--- src/rtl/memory_stage.sv ---
// ME stage of the 5-stage RISC-V pipeline: data-memory req/gnt/rvalid handshake, load alignment, ME/WB register.
// Optional: define ME_MISALIGN_CHECK_EN to add misalign_o and suppress misaligned H/W accesses.
module memory_stage #(
    parameter int ADDR_W = 5,
    parameter int DATA_W = 32
) (
    input  logic              clk,
    input  logic              rst_n,
    input  logic              ex_valid_i,
    input  logic              ex_rf_we_i,
    input  logic [ADDR_W-1:0] ex_rf_waddr_i,
    input  logic              ex_mem2rf_i,
    input  logic              ex_mem_we_i,
    input  logic [2:0]        ex_funct3_i,
    input  logic [DATA_W-1:0] ex_alu_result_i,
    input  logic [DATA_W-1:0] ex_wdata_i,
    output logic              stall_o,
    output logic              dmem_req_o,
    output logic              dmem_we_o,
    output logic [DATA_W-1:0] dmem_addr_o,
    output logic [DATA_W-1:0] dmem_wdata_o,
    output logic [3:0]        dmem_be_o,
    input  logic              dmem_gnt_i,
    input  logic              dmem_rvalid_i,
    input  logic [DATA_W-1:0] dmem_rdata_i,
    output logic              rf_we_o,
    output logic [ADDR_W-1:0] rf_waddr_o,
    output logic              mem2rf_o,
    output logic [DATA_W-1:0] mem_rdata_o,
    output logic [DATA_W-1:0] alu_result_o,
`ifdef ME_MISALIGN_CHECK_EN
    output logic              misalign_o,
`endif
    output logic [DATA_W-1:0] fwd_data_o,
    output logic [ADDR_W-1:0] fwd_dst_o,
    output logic              fwd_we_o
);

    typedef enum logic [1:0] {IDLE, WAIT_GNT, WAIT_RVALID} state_t;

    state_t            state_q, state_d;
    logic              rf_we_q, rf_we_d;
    logic [ADDR_W-1:0] rf_waddr_q, rf_waddr_d;
    logic              mem2rf_q, mem2rf_d;
    logic [DATA_W-1:0] mem_rdata_q, mem_rdata_d;
    logic [DATA_W-1:0] alu_result_q, alu_result_d;
    logic              misalign_q, misalign_d;

    logic              is_mem, misalign, mem_go;
    logic              req, stall, complete;
    logic [1:0]        a_lo;
    logic [7:0]        byte_sel;
    logic [15:0]       half_sel;
    logic [DATA_W-1:0] load_data;

    assign is_mem = ex_mem2rf_i | ex_mem_we_i;
    assign a_lo   = ex_alu_result_i[1:0];

`ifdef ME_MISALIGN_CHECK_EN
    assign misalign = ((ex_funct3_i[1:0] == 2'b01) & a_lo[0]) |
                      ((ex_funct3_i[1:0] == 2'b10) & (a_lo != 2'b00));
`else
    assign misalign = 1'b0;
`endif

    assign mem_go = ex_valid_i & is_mem & ~misalign;

    // Bypass taps: loads are excluded since their data is not known yet.
    assign fwd_data_o = ex_alu_result_i;
    assign fwd_dst_o  = ex_rf_waddr_i;
    assign fwd_we_o   = ex_valid_i & ex_rf_we_i & ~ex_mem2rf_i;

    always_ff @(posedge clk or negedge rst_n) begin
        if (!rst_n) state_q <= IDLE;
        else        state_q <= state_d;
    end

    always_comb begin
        state_d = state_q;
        case (state_q)
            IDLE: begin
                if (mem_go) begin
                    if (!dmem_gnt_i)      state_d = WAIT_GNT;
                    else if (ex_mem2rf_i) state_d = WAIT_RVALID;
                end
            end
            WAIT_GNT: begin
                if (dmem_gnt_i) state_d = ex_mem2rf_i ? WAIT_RVALID : IDLE;
            end
            WAIT_RVALID: begin
                if (dmem_rvalid_i) state_d = IDLE;
            end
            default: state_d = IDLE;
        endcase
    end

    // complete marks the cycle in which the instruction leaves ME and WB regs capture it.
    always_comb begin
        req      = 1'b0;
        stall    = 1'b0;
        complete = 1'b0;
        case (state_q)
            IDLE: begin
                req      = mem_go;
                complete = (ex_valid_i & ~is_mem) | (mem_go & dmem_gnt_i & ~ex_mem2rf_i);
                stall    = mem_go & ~(dmem_gnt_i & ~ex_mem2rf_i);
            end
            WAIT_GNT: begin
                req      = 1'b1;
                complete = dmem_gnt_i & ~ex_mem2rf_i;
                stall    = ~complete;
            end
            WAIT_RVALID: begin
                complete = dmem_rvalid_i;
                stall    = ~dmem_rvalid_i;
            end
            default: ;
        endcase
    end

    assign stall_o    = stall & rst_n;
    assign dmem_req_o = req & rst_n;
    assign dmem_we_o  = ex_mem_we_i & ~ex_mem2rf_i;
    assign dmem_addr_o = {ex_alu_result_i[DATA_W-1:2], 2'b00};

    always_comb begin
        dmem_wdata_o = ex_wdata_i;
        dmem_be_o    = 4'b1111;
        case (ex_funct3_i[1:0])
            2'b00: begin
                dmem_wdata_o = {4{ex_wdata_i[7:0]}};
                dmem_be_o    = 4'b0001 << a_lo;
            end
            2'b01: begin
                dmem_wdata_o = {2{ex_wdata_i[15:0]}};
                dmem_be_o    = 4'b0011 << {a_lo[1], 1'b0};
            end
            default: ;
        endcase
    end

    always_comb begin
        case (a_lo)
            2'b00:   byte_sel = dmem_rdata_i[7:0];
            2'b01:   byte_sel = dmem_rdata_i[15:8];
            2'b10:   byte_sel = dmem_rdata_i[23:16];
            default: byte_sel = dmem_rdata_i[31:24];
        endcase
        half_sel = a_lo[1] ? dmem_rdata_i[31:16] : dmem_rdata_i[15:0];
        case (ex_funct3_i)
            3'b000:  load_data = {{(DATA_W-8){byte_sel[7]}}, byte_sel};
            3'b001:  load_data = {{(DATA_W-16){half_sel[15]}}, half_sel};
            3'b100:  load_data = {{(DATA_W-8){1'b0}}, byte_sel};
            3'b101:  load_data = {{(DATA_W-16){1'b0}}, half_sel};
            default: load_data = dmem_rdata_i;
        endcase
    end

    // Non-completing cycles insert a bubble; data fields hold their last value.
    always_comb begin
        rf_we_d      = complete & ex_rf_we_i;
        mem2rf_d     = complete & ex_mem2rf_i;
        rf_waddr_d   = complete ? ex_rf_waddr_i : rf_waddr_q;
        alu_result_d = complete ? ex_alu_result_i : alu_result_q;
        mem_rdata_d  = (complete & ex_mem2rf_i) ? load_data : mem_rdata_q;
        misalign_d   = (state_q == IDLE) & ex_valid_i & is_mem & misalign;
    end

    always_ff @(posedge clk or negedge rst_n) begin
        if (!rst_n) begin
            rf_we_q      <= 1'b0;
            rf_waddr_q   <= '0;
            mem2rf_q     <= 1'b0;
            mem_rdata_q  <= '0;
            alu_result_q <= '0;
            misalign_q   <= 1'b0;
        end else begin
            rf_we_q      <= rf_we_d;
            rf_waddr_q   <= rf_waddr_d;
            mem2rf_q     <= mem2rf_d;
            mem_rdata_q  <= mem_rdata_d;
            alu_result_q <= alu_result_d;
            misalign_q   <= misalign_d;
        end
    end

    assign rf_we_o      = rf_we_q;
    assign rf_waddr_o   = rf_waddr_q;
    assign mem2rf_o     = mem2rf_q;
    assign mem_rdata_o  = mem_rdata_q;
    assign alu_result_o = alu_result_q;
`ifdef ME_MISALIGN_CHECK_EN
    assign misalign_o   = misalign_q;
`else
    logic unused_misalign;
    assign unused_misalign = misalign_q;
`endif

endmodule

--- config.mk ---
export PLATFORM = sky130hd
export DESIGN_NAME = memory_stage
export DESIGN_NICKNAME = d
export VERILOG_FILES = /design/src/rtl/memory_stage.sv
export SDC_FILE = /design/constraint.sdc
export NUM_CORES = 1
export LEC_CHECK = 0
export ABC_AREA = 1
export CAP_MARGIN = 20
export CELL_PAD_IN_SITES_DETAIL_PLACEMENT = 0
export CELL_PAD_IN_SITES_GLOBAL_PLACEMENT = 1
export CORE_MARGIN = 2
export CORE_UTILIZATION = 26
export DETAILED_ROUTE_END_ITERATION = 7
export GPL_TIMING_DRIVEN = 0
export PLACE_DENSITY_LB_ADDON = 0.1
export SYNTH_ARGS = -nofsm -noshare
export SYNTH_HDL_FRONTEND = slang
export SYNTH_SLANG_ARGS = --single-unit
--- constraint.sdc ---
create_clock -name clk -period 3.6 [get_ports clk]
set_input_delay 0.54 -clock clk [delete_from_list [all_inputs] [get_ports clk]]
set_output_delay 0.54 -clock clk [all_outputs]
set_load 0.02 [all_outputs]
==> run summary <==
CLOCK TREE
--------------------------------------------------------------------------------------------------------
Quantity of hold-fixing buffers added after cts ...........................................            0
Clock insertion delay at the later pin of the skew report .................................       340 ps
CTS tree ..................................................................................        built
CTS-repair resized insts ..................................................................            0
Post-CTS clock slew at the launch and capture registers of the worst setup and hold paths .        50 ps
Clock root cell ...........................................................................    clkbuf_16
Number of H-tree branching levels .........................................................            3
Clock sink count ..........................................................................           73
Buffers inserted during post-CTS setup optimization .......................................            0
Number of buffers created by CTS ..........................................................            9
Clk buf depth .............................................................................            2

GRT
--------------------------------------------------------------------------------------------------------
Global route total overflow ...............................................................            0
GRT Overall Usage .........................................................................        0.185
Wire length of the first global-routing pass ..............................................    26,100 um
Number of antenna violations at the first check in global routing .........................            0
Pin count of the biggest net entering global routing ......................................           70
Vias in the first global route ............................................................        5,088

ROUTING
--------------------------------------------------------------------------------------------------------
First-pass iteration count of the detailed router .........................................            4
DRC violation count after routing .........................................................            0
Detail-routed net length per standard cell ................................................      14.3 um
Iter 0 DRT Violations .....................................................................          188
Total Wirelength ..........................................................................    16,600 um
Post-detailed-route via-to-cell ratio .....................................................         4.20
Remaining antenna violation count after routing ...........................................            0
Routed vias ...............................................................................        4,888

STA
--------------------------------------------------------------------------------------------------------
Worst-margin pin slew .....................................................................       609 ps
Fmax achieved .............................................................................    0.295 GHz
Share of the clock period used by the worst path after layout .............................        0.941
Unrepaired setup endpoints after global routing ...........................................           no
Max_slew headroom .........................................................................        0.591
Number of endpoints failing setup at the final stage ......................................            0
Worst Skew ................................................................................      7.63 ps
Clock period minus final worst setup slack ................................................      3390 ps
Endpoints failing hold ....................................................................            0
Minimum hold slack ........................................................................      17.2 ps
Pins over their slew limit ................................................................            0

SYNTH
--------------------------------------------------------------------------------------------------------
YS warnings ...............................................................................            0
Cell accounting for the most synthesized area .............................................      dfrtp_1
Mapped Cells ..............................................................................          639
Top cell type's share of synthesized area .................................................        0.414
Distinct cells, synth .....................................................................           24
Post-synth top flop .......................................................................      dfrtp_1
Synthesized area divided by synthesized cell count ........................................   6.91 sq um
Synth top area cells ...................................................................... dfrtp_1, nand2_1, buf_4, nor2_1, nand3_1
Mapped Area ............................................................................... 0.00441 sq mm
Most frequent cell after synthesis ........................................................      nand2_1
Top cells by count, synth ................................................................. nand2_1, buf_4, dfrtp_1
Count of flip-flops with a built-in enable after synthesis ................................            0
Yosys reg bits ............................................................................           73
Post-synthesis async set-or-reset flop share ..............................................         1.00
Register area share after synthesis .......................................................        0.414

WORST HOLD PATH
--------------------------------------------------------------------------------------------------------
Worst hold path type ...................................................................... input port to asynchronous set/reset pin

SETUP PATH
--------------------------------------------------------------------------------------------------------
Worst stage delay on the critical path ....................................................       650 ps
Critical path type ........................................................................ input port to output port
Flop2flop setup slack .....................................................................      1950 ps
Crit-path max FO ..........................................................................           10
End of the worst register-to-register path ................................................ mem_rdata_o[7]
Startpoint Class ..........................................................................   input port
Critical path capture point type ..........................................................  output port
Cell type group with the largest total delay on the critical path ......................... buffers and inverters
Critical path capture point ............................................................... dmem_wdata_o[26]
Crit path cell chain ...................................................................... clkdlybuf4s50_1 -> inv_1 -> nand2_2 -> inv_1 -> clkbuf_1 -> nand2_1 -> o211ai_1 -> clkdlybuf4s50_1
Signal arrival time at the worst endpoint .................................................      2850 ps
Origin of the worst setup path ............................................................ ex_funct3_i[0]
Cell type of the slowest stage on the worst timing path ................................... clkdlybuf4s50_1
Depth of the most critical reg-to-reg path ................................................           10
Buffers and inverters on the worst path ...................................................            5
Crit path depth ...........................................................................            8
FF-to-FF Start ............................................................................   state_q[1]
Required time at the worst-slack endpoint .................................................      3060 ps

FLOORPLANNING
--------------------------------------------------------------------------------------------------------
Io pins ...................................................................................          292
Overall die height ........................................................................       134 um
Number of placement rows ..................................................................           47
CORE AREA ................................................................................. 0.0166 sq mm
Initial cell density of the core ..........................................................        0.266
Width of the die ..........................................................................       134 um
Die footprint ............................................................................. 0.0180 sq mm

POWER
--------------------------------------------------------------------------------------------------------
VDD IR max ................................................................................       310 uV
Power Dens Cells ..........................................................................  636 mW/mm^2
Post-layout total power ...................................................................      5.06 mW
Leakage power figure ......................................................................      3.93 nW

FLOW RUN
--------------------------------------------------------------------------------------------------------
Number of violations of the max-capacitance limit .........................................            0

PLACE
--------------------------------------------------------------------------------------------------------
Routability congestion estimate ...........................................................        0.852
HPWL after DPL ............................................................................    13,500 um
Port Buffer Count .........................................................................          287

FINISH
--------------------------------------------------------------------------------------------------------
Layout overhead on the synthesized area ...................................................        80.3%
Fraction of final layout cells with drive strength greater than 1 .........................        0.130
Nets@finish ...............................................................................        1,051
Antenna Cells .............................................................................            0

OUTCOME
--------------------------------------------------------------------------------------------------------
Outcome ...................................................................................    completed

-- worst min path at each step --
stage                          start         endpoint  slack [ps]
after floorplan                rst_n  alu_result_o[0]         240
after global placement    state_q[1]       state_q[0]         450
after detailed placement       rst_n  mem_rdata_o[17]         360
after CTS                      rst_n  mem_rdata_o[17]           2
after global routing           rst_n  mem_rdata_o[15]           7
final                          rst_n  mem_rdata_o[17]          20
-- logic make-up (layout without fill, tap and decap cells) --
logic type             count (synthesis)  in the layout  synth area share
AO/OA/AOI/OAI                         44             44            0.0544
flip-flops                            73             73             0.414
buffers and inverters                136            440             0.187
AND/OR/NAND/NOR                      385            385             0.343
other                                  1              2          0.000850
-- sequential cells by signal (all words and copies together) (netlist names) --
signal	flops
rf_waddr_o	5
mem2rf_o	1
state_q	2
rf_we_o	1
alu_result_o	32
mem_rdata_o	32
-- cells in the final DEF (no fill, tap or decap), drive strengths merged, types with 2 or more instances in the layout --
cell type / Yosys / routed
a21oi: 16 / 16
buf: 96 / 98
bufinv: 0 / 4
clkbuf: 8 / 18
clkdlybuf4s50: 0 / 286
conb: 1 / 2
dfrtp: 73 / 73
inv: 32 / 33
nand2: 300 / 300
nand3: 33 / 33
nand4: 2 / 2
nor2: 48 / 48
nor3: 2 / 2
o211ai: 5 / 5
o21ai: 22 / 22
-- area by class of cell --
class,count,area (sq um)
Multi-Input combinational cell,431,1760
Fill cell,1689,8630
Buffer,104,707
Sequential cell,73,1830
Inverter,32,120
Tap cell,220,275
Clock buffer,10,229
Timing Repair Buffer,288,2900
Clock inverter,6,138
-- per-layer routing --
| metal | up-vias | GRT usage | routed length, um |
|---|---|---|---|
| met1 | 2191 | 0.225 | 6950 |
| met5 | - | 0 | 0 |
| met4 | 0 | 0.0690 | 387 |
| met2 | 182 | 0.309 | 8000 |
| li1 | 2491 | - | - |
| met3 | 24 | 0.0556 | 1300 |
-- where the power goes --
group / internal [mW] / switching, mW / leakage [nW]
sequential: 1.21 / 0.216 / 0.906
clock: 0.751 / 0.349 / 0.177
combinational: 1.17 / 1.36 / 2.84
total: 3.13 / 1.93 / 3.93
-- through the flow --
step / utilization / worst slack [ps] / std cells / instance area, sq um / setup TNS, ps
2_1_floorplan: - / 1450 / 640 / 4420 / 0
5_1_grt: 0.480 / 83.6 / 1164 / 7960 / 0
3_3_place_gp: 0.456 / -1520 / 1147 / 7560 / -44850
6_report: 0.480 / 211 / 1164 / 7960 / 0
3_5_place_dp: 0.458 / 239 / 1148 / 7590 / 0
4_1_cts: 0.480 / 222 / 1164 / 7960 / 0
Power figures use the tool's default switching activity.
